<file path="config.mk">
export PLATFORM = sky130hd
export DESIGN_NAME = seq_det_stream_ctrl_flat
export DESIGN_NICKNAME = d
export VERILOG_FILES = /design/src/rtl/seq_det_stream_ctrl_pkg.sv /design/src/rtl/seq_det_stream_ctrl_if.sv /design/src/rtl/seq_det_stream_ctrl_sat_counter.sv /design/src/rtl/seq_det_stream_ctrl.sv /design/src/flat_wrapper.sv
export SDC_FILE = /design/constraint.sdc
export NUM_CORES = 1
export LEC_CHECK = 0
export BUFFER_PORTS_ARGS = -buffer_cell sky130_fd_sc_hd__buf_2
export CORE_UTILIZATION = 50
export DETAILED_ROUTE_END_ITERATION = 12
export PLACE_DENSITY = 0.71
export SLEW_MARGIN = 20
export SYNTH_ARGS = -nofsm -noshare
export SYNTH_HDL_FRONTEND = slang
export SYNTH_SLANG_ARGS = --single-unit
</file>
<file path="constraint.sdc">
create_clock -name clk -period 4.5 [get_ports clk]
set_input_delay 0.225 -clock clk [delete_from_list [all_inputs] [get_ports clk]]
set_output_delay 0.225 -clock clk [all_outputs]
set_load 0.01 [all_outputs]
</file>
<file path="src/rtl/seq_det_stream_ctrl_pkg.sv">
// Shared state encoding and default sizing for the 101-detector stream controller.
package seq_det_pkg;

  localparam int WIDTH_DEF     = 15;
  localparam int LEN_W_DEF     = 4;
  localparam int CNT_W_DEF     = 4;
  localparam int DRAIN_CYC_DEF = 2;

  typedef enum logic [1:0] {
    ST_IDLE  = 2'd0,
    ST_SHIFT = 2'd1,
    ST_DRAIN = 2'd2,
    ST_DONE  = 2'd3
  } state_t;

endpackage

</file>
<file path="src/rtl/seq_det_stream_ctrl_if.sv">
// Control/stream bundle between a harness (master) and the stream controller (slave).
interface seq_det_stream_ctrl_if
  import seq_det_pkg::*;
#(
  parameter int WIDTH = WIDTH_DEF,
  parameter int LEN_W = LEN_W_DEF,
  parameter int CNT_W = CNT_W_DEF
);

  logic             start;
  logic             abort;
  logic [WIDTH-1:0] pattern;
  logic [LEN_W-1:0] len;
  logic             x_out;
  logic             det_in;
  logic             busy;
  logic             done;
  logic [CNT_W-1:0] det_count;
  logic             det_sat;

  modport master (
    output start, abort, pattern, len, det_in,
    input  x_out, busy, done, det_count, det_sat
  );

  modport slave (
    input  start, abort, pattern, len, det_in,
    output x_out, busy, done, det_count, det_sat
  );

endinterface

</file>
<file path="src/rtl/seq_det_stream_ctrl_sat_counter.sv">
// Clearable, enable-driven up counter that sticks at all-ones and flags the overflow attempt.
module sat_counter #(
  parameter int CNT_W = 4
) (
  input  logic             clk,
  input  logic             rst,
  input  logic             i_clr,
  input  logic             i_inc,
  output logic [CNT_W-1:0] o_count,
  output logic             o_sat
);

  localparam logic [CNT_W-1:0] CNT_MAX = '1;

  logic [CNT_W-1:0] r_count;
  logic             r_sat;

  // NOTE: sequential state uses non-blocking (<=) so every flop samples pre-edge values.
  always_ff @(posedge clk or posedge rst) begin
    if (rst) begin
      r_count <= '0;
      r_sat   <= 1'b0;
    end else if (i_clr) begin
      r_count <= '0;
      r_sat   <= 1'b0;
    end else if (i_inc) begin
      if (r_count == CNT_MAX) r_sat   <= 1'b1;
      else                    r_count <= r_count + CNT_W'(1);
    end
  end

  assign o_count = r_count;
  assign o_sat   = r_sat;

endmodule

</file>
<file path="src/rtl/seq_det_stream_ctrl.sv">
// Serialises a pattern word MSB-first onto the detector x input and counts y pulses,
// including a drain window so a registered (Moore) detector output is not lost.
module seq_det_stream_ctrl
  import seq_det_pkg::*;
#(
  parameter int WIDTH     = WIDTH_DEF,
  parameter int LEN_W     = LEN_W_DEF,
  parameter int CNT_W     = CNT_W_DEF,
  parameter int DRAIN_CYC = DRAIN_CYC_DEF
) (
  input logic                clk,
  input logic                rst,
  seq_det_stream_ctrl_if.slave bus
);

  localparam int               DW         = (DRAIN_CYC > 1) ? $clog2(DRAIN_CYC) : 1;
  localparam int               DRAIN_INIT = (DRAIN_CYC > 0) ? DRAIN_CYC - 1 : 0;
  localparam logic [LEN_W-1:0] WIDTH_L    = LEN_W'(WIDTH);

  state_t           r_state;
  state_t           w_state_next;
  logic [WIDTH-1:0] r_shift;
  logic [LEN_W-1:0] r_remaining;
  logic [DW-1:0]    r_drain;
  logic             r_x_out;
  logic [LEN_W-1:0] w_len_eff;
  logic             w_accept;
  logic             w_count_en;

  assign w_len_eff  = (bus.len > WIDTH_L) ? WIDTH_L : bus.len;
  assign w_accept   = (r_state == ST_IDLE) && bus.start;
  assign w_count_en = ((r_state == ST_SHIFT) || (r_state == ST_DRAIN)) && bus.det_in;

  always_ff @(posedge clk or posedge rst) begin
    if (rst) r_state <= ST_IDLE;
    else     r_state <= w_state_next;
  end

  // NOTE: the default assignment first keeps every path assigned, so no latch is inferred.
  always_comb begin
    w_state_next = r_state;
    unique case (r_state)
      ST_IDLE: begin
        if (bus.start) w_state_next = (bus.len != '0) ? ST_SHIFT : ST_DONE;
      end
      ST_SHIFT: begin
        if (bus.abort)                w_state_next = ST_IDLE;
        else if (r_remaining == '0)   w_state_next = (DRAIN_CYC == 0) ? ST_DONE : ST_DRAIN;
      end
      ST_DRAIN: begin
        if (bus.abort)                w_state_next = ST_IDLE;
        else if (r_drain == '0)       w_state_next = ST_DONE;
      end
      ST_DONE:  w_state_next = ST_IDLE;
      default:  w_state_next = ST_IDLE;
    endcase
  end

  // r_shift holds the bits still to send, already aligned so its MSB is the next x_out bit.
  always_ff @(posedge clk or posedge rst) begin
    if (rst) begin
      r_shift     <= '0;
      r_remaining <= '0;
      r_drain     <= '0;
      r_x_out     <= 1'b0;
    end else begin
      r_x_out <= 1'b0;
      unique case (r_state)
        ST_IDLE: begin
          if (bus.start && (bus.len != '0)) begin
            r_shift     <= {bus.pattern[WIDTH-2:0], 1'b0};
            r_x_out     <= bus.pattern[WIDTH-1];
            r_remaining <= w_len_eff - LEN_W'(1);
          end
        end
        ST_SHIFT: begin
          if (!bus.abort) begin
            if (r_remaining == '0) begin
              r_drain <= DW'(DRAIN_INIT);
            end else begin
              r_x_out     <= r_shift[WIDTH-1];
              r_shift     <= {r_shift[WIDTH-2:0], 1'b0};
              r_remaining <= r_remaining - LEN_W'(1);
            end
          end
        end
        ST_DRAIN: begin
          if (!bus.abort && (r_drain != '0)) r_drain <= r_drain - DW'(1);
        end
        default: ;
      endcase
    end
  end

  sat_counter #(.CNT_W(CNT_W)) u_det_cnt (
    .clk     (clk),
    .rst     (rst),
    .i_clr   (w_accept),
    .i_inc   (w_count_en),
    .o_count (bus.det_count),
    .o_sat   (bus.det_sat)
  );

  assign bus.x_out = r_x_out;
  assign bus.busy  = (r_state == ST_SHIFT) || (r_state == ST_DRAIN);
  assign bus.done  = (r_state == ST_DONE);

endmodule

</file>
<file path="src/flat_wrapper.sv">
// flat-port wrapper written by rule: the top's interface ports become plain ports
module seq_det_stream_ctrl_flat import seq_det_pkg::*;
#(
  parameter int WIDTH     = WIDTH_DEF,
  parameter int LEN_W     = LEN_W_DEF,
  parameter int CNT_W     = CNT_W_DEF,
  parameter int DRAIN_CYC = DRAIN_CYC_DEF
)
  (clk, rst, bus_start, bus_abort, bus_pattern, bus_len, bus_det_in, bus_x_out, bus_busy, bus_done, bus_det_count, bus_det_sat);
  seq_det_stream_ctrl_if #(.WIDTH(WIDTH), .LEN_W(LEN_W), .CNT_W(CNT_W)) bus_i ();
  input logic clk;
  input logic rst;
  input wire logic [$bits(bus_i.start)-1:0] bus_start;
  input wire logic [$bits(bus_i.abort)-1:0] bus_abort;
  input wire logic [$bits(bus_i.pattern)-1:0] bus_pattern;
  input wire logic [$bits(bus_i.len)-1:0] bus_len;
  input wire logic [$bits(bus_i.det_in)-1:0] bus_det_in;
  output wire logic [$bits(bus_i.x_out)-1:0] bus_x_out;
  output wire logic [$bits(bus_i.busy)-1:0] bus_busy;
  output wire logic [$bits(bus_i.done)-1:0] bus_done;
  output wire logic [$bits(bus_i.det_count)-1:0] bus_det_count;
  output wire logic [$bits(bus_i.det_sat)-1:0] bus_det_sat;
  assign bus_i.start = bus_start;
  assign bus_i.abort = bus_abort;
  assign bus_i.pattern = bus_pattern;
  assign bus_i.len = bus_len;
  assign bus_i.det_in = bus_det_in;
  assign bus_x_out = bus_i.x_out;
  assign bus_busy = bus_i.busy;
  assign bus_done = bus_i.done;
  assign bus_det_count = bus_i.det_count;
  assign bus_det_sat = bus_i.det_sat;
  seq_det_stream_ctrl #(.WIDTH(WIDTH), .LEN_W(LEN_W), .CNT_W(CNT_W), .DRAIN_CYC(DRAIN_CYC)) u_core (.clk(clk), .rst(rst), .bus(bus_i));
endmodule
</file>
==> key figures <==
Timing
  – Final period utilization: 52.21%
  – Final Hold Viols: 0
  – RSZ-0062 raised after global routing: no
  – Slew headroom: about half
  – Setup ws final: 2150 ps
  – Peak Freq: around 0.43 GHz
  – Crit path time final: 2350 ps
  – Setup TNS: 0 ps
  – Final Max Tran Viols: 0
  – # setup viols final: 0
  – Clock Skew: slightly above 6 ps
  – Worst slew pin tran: approximately 730 ps

Power and ir drop
  – Switching Share: 44.20%
  – Power share of the combinational group: 56.0%
  – Leak: 0.8153 nW
  – Power Internal: 0.6883 mW
  – NetSw: 0.5453 mW
  – Flop pwr share: 35.5%
  – Power per cell area: 718.6 nW/µm²
  – Clk network pwr share: 8.5%
  – Max IR drop VDD: 0.3851 mV

Critical path
  – Arrival @ worst endpoint: 2570 ps
  – Startpoint Class: register
  – CP endpoint kind: register
  – Worst EP required: 4720 ps
  – R2R Setup Slk: approximately 2200 ps
  – Critical setup path kind: reg -> reg
  – Worst Path Max Fanout: 26

Die
  – Chip width: ~57 µm
  – Die height: 57.07 µm
  – Cell Rows: 19
  – Die area: roughly 3300 µm²
  – Core Area: roughly 2800 µm²
  – Top-Level Pins: 32
  – Initial Util: 54.06%

Synthesis
  – Synth cell types: 32
  – Main area contributors after synthesis: dfrtp_1 45%, mux2i_1 11%, a31oi_1 6.2%
  – Seq cells post-synth: 27
  – Sequential share of the synthesized area: 44.55%
  – Mapped Area: 1516 µm²
  – Syn_nets: 178
  – Post-synth top area share: 44.55%
  – Mapped Cells: 148
  – Leading area contributor after synthesis: dfrtp_1
  – Async SR Flop Fraction: 100.0%
  – Synth Warn #: 0
  – Post-synth EDFFs: 0
  – Avg Inst Size Synth: 10.25 µm²
  – Top_reg_cell synth: dfrtp_1

Cells and area
  – Antenna Cells: 0
  – Commonest non-fill, non-tap cell in the layout: buf_2
  – Area growth syn-to-layout: 13.20%
  – Layout cells sized above 1: between 20% and 30%
  – Post-route cell area: 1717 µm²
  – Nets: 208
  – Commonest non-fill, non-tap cells in the layout: 31 x buf_2, 27 x dfrtp_1, 17 x mux2i_1
  – Post-route core utilization: between 60% and 70%

Global routing
  – Initial antenna violation count: 0
  – Vias in the first global route: 1198
  – First-pass GRT wire length: 5.057 mm
  – Largest net degree at the start of global routing: 32
  – All-Layer GR Usage: slightly below 20%
  – Total grt overflow: 0

Detailed routing
  – DRT Wirelength: between 3 and 4 mm
  – 1st-pass router iterations: 8
  – DRC errors left: 4
  – Post-DRT Antenna Nets: 0
  – Drt wl/cell: around 15 µm
  – 1st-iter DRT viols: 35
  – Vias: 1231
  – Average vias per placed instance: 5.918

Clocking
  – Post-CTS Resized: 0
  – CTS Buf Count: 3
  – CTS max path bufs: 2
  – Worst skew pair latency: 320 ps
  – CTS Sinks: 27
  – Clock-pin slew on the worst setup and hold paths: 150 ps
  – # H-tree levels: 1
  – CTS Root Cell: clkbuf_4
  – TritonCTS clock tree: done

Status
  – Status: complete, but fails checks
  – Failing checks: DRC

Hold path
  – HP Class: in -> reg

Place
  – Placer Congestion: 0.7704
  – Placed cell areas: between 1500 and 2000 µm²
  – # port buffers: 31
  – Hpwl dp: around 2.1 mm
  – Pre-CTS WS: roughly 2200 ps

Run
  – Max Cap Viol: 0
power by group through the flow:
stage          registers, mW  logic [mW]  clock network, mW
2_1_floorplan          0.431       0.567                  0
3_3_place_gp           0.435       0.649                  0
3_5_place_dp           0.443       0.683                  0
4_1_cts                0.438       0.685              0.108
5_1_grt                0.454       0.763              0.113
6_report               0.438       0.691              0.105
per-layer routing:
metal	global-route usage, %	up-vias	part of all wire (%)
met4	9.059	0	1.9
li1	-	599	-
met1	25.60	593	45
met3	2.721	8	4.2
met2	32.61	31	48
met5	0	-	0
synthesized netlist by cell type, drive strengths merged (3+ instances only):
cell   number
dfrtp      27
mux2i      17
a21oi      15
a31oi      15
nor2       11
buf         8
nand2       8
inv         7
ha          6
nor3        4
o21ai       4
mux2        3
xnor2       3
worst max-delay path: stages, from the launching register on:
cell and delay, ps:
dfrtp_1 430, inv_1 110, ha_1 150, buf_4 330, mux2i_1 320, ha_1 270
xnor2_1 140, nor2_1 50, a31o_1 220, a211o_1 220
metrics by stage:
stage	power, mW	instances	hold slack (ps)
2_1_floorplan	0.9980	148	277.7
6_report	1.234	208	156.6
4_1_cts	1.231	207	155.5
3_5_place_dp	1.126	203	499.9
3_3_place_gp	1.085	203	472.6
5_1_grt	1.330	208	167.5
path summary, 6_finish.rpt:
check                                   start  cells after the start                          end
setup / recovery            u_core.r_state[1]                      9        u_core.r_remaining[2]
hold / removal                bus_pattern[14]                      3             u_core.bus.x_out
setup reg to reg            u_core.r_state[1]                      9        u_core.r_remaining[2]
hold reg to reg            u_core.r_shift[14]                      2             u_core.bus.x_out
max in group asynchronous                 rst                      3            u_core.r_shift[9]
min in group asynchronous                 rst                      3  u_core.u_det_cnt.o_count[0]
sequential cells by signal, summed over array words and instances, names as in the netlist:
signal                    count
u_core.r_drain                1
u_core.r_shift               14
u_core.r_state                2
u_core.r_remaining            4
u_core.bus.x_out              1
u_core.u_det_cnt.o_count      4
u_core.u_det_cnt.o_sat        1
repair_timing:
action | 4_1_cts | 5_1_grt
buffers inserted | 0 | 0
hold endpoints to repair | 0 | 27
hold buffers | 0 | 1
cells by family (layout without fill, tap and decap cells):
logic type               count (synthesis)  count (layout)  share of synthesized area [%]
AND/OR/NAND/NOR                         34              34                          12.21
flip-flops                              27              27                          44.55
XOR/XNOR                                 3               3                          1.733
multiplexers                            20              20                          13.45
buffers and inverters                   16              45                          5.446
AO/OA/AOI/OAI                           42              42                          17.66
adder cells (fa/ha/maj)                  6               6                          4.950
layout make-up:
cell class                      count  area, µm²
Clock buffer                        4      26.28
Sequential cell                    27      675.6
Timing Repair Buffer               34      180.2
Tap cell                           31      38.79
Inverter                            7      26.28
Multi-Input combinational cell    105      769.5
Fill cell                         239       1089
Note: power is estimated with default switching activity, not from simulation.
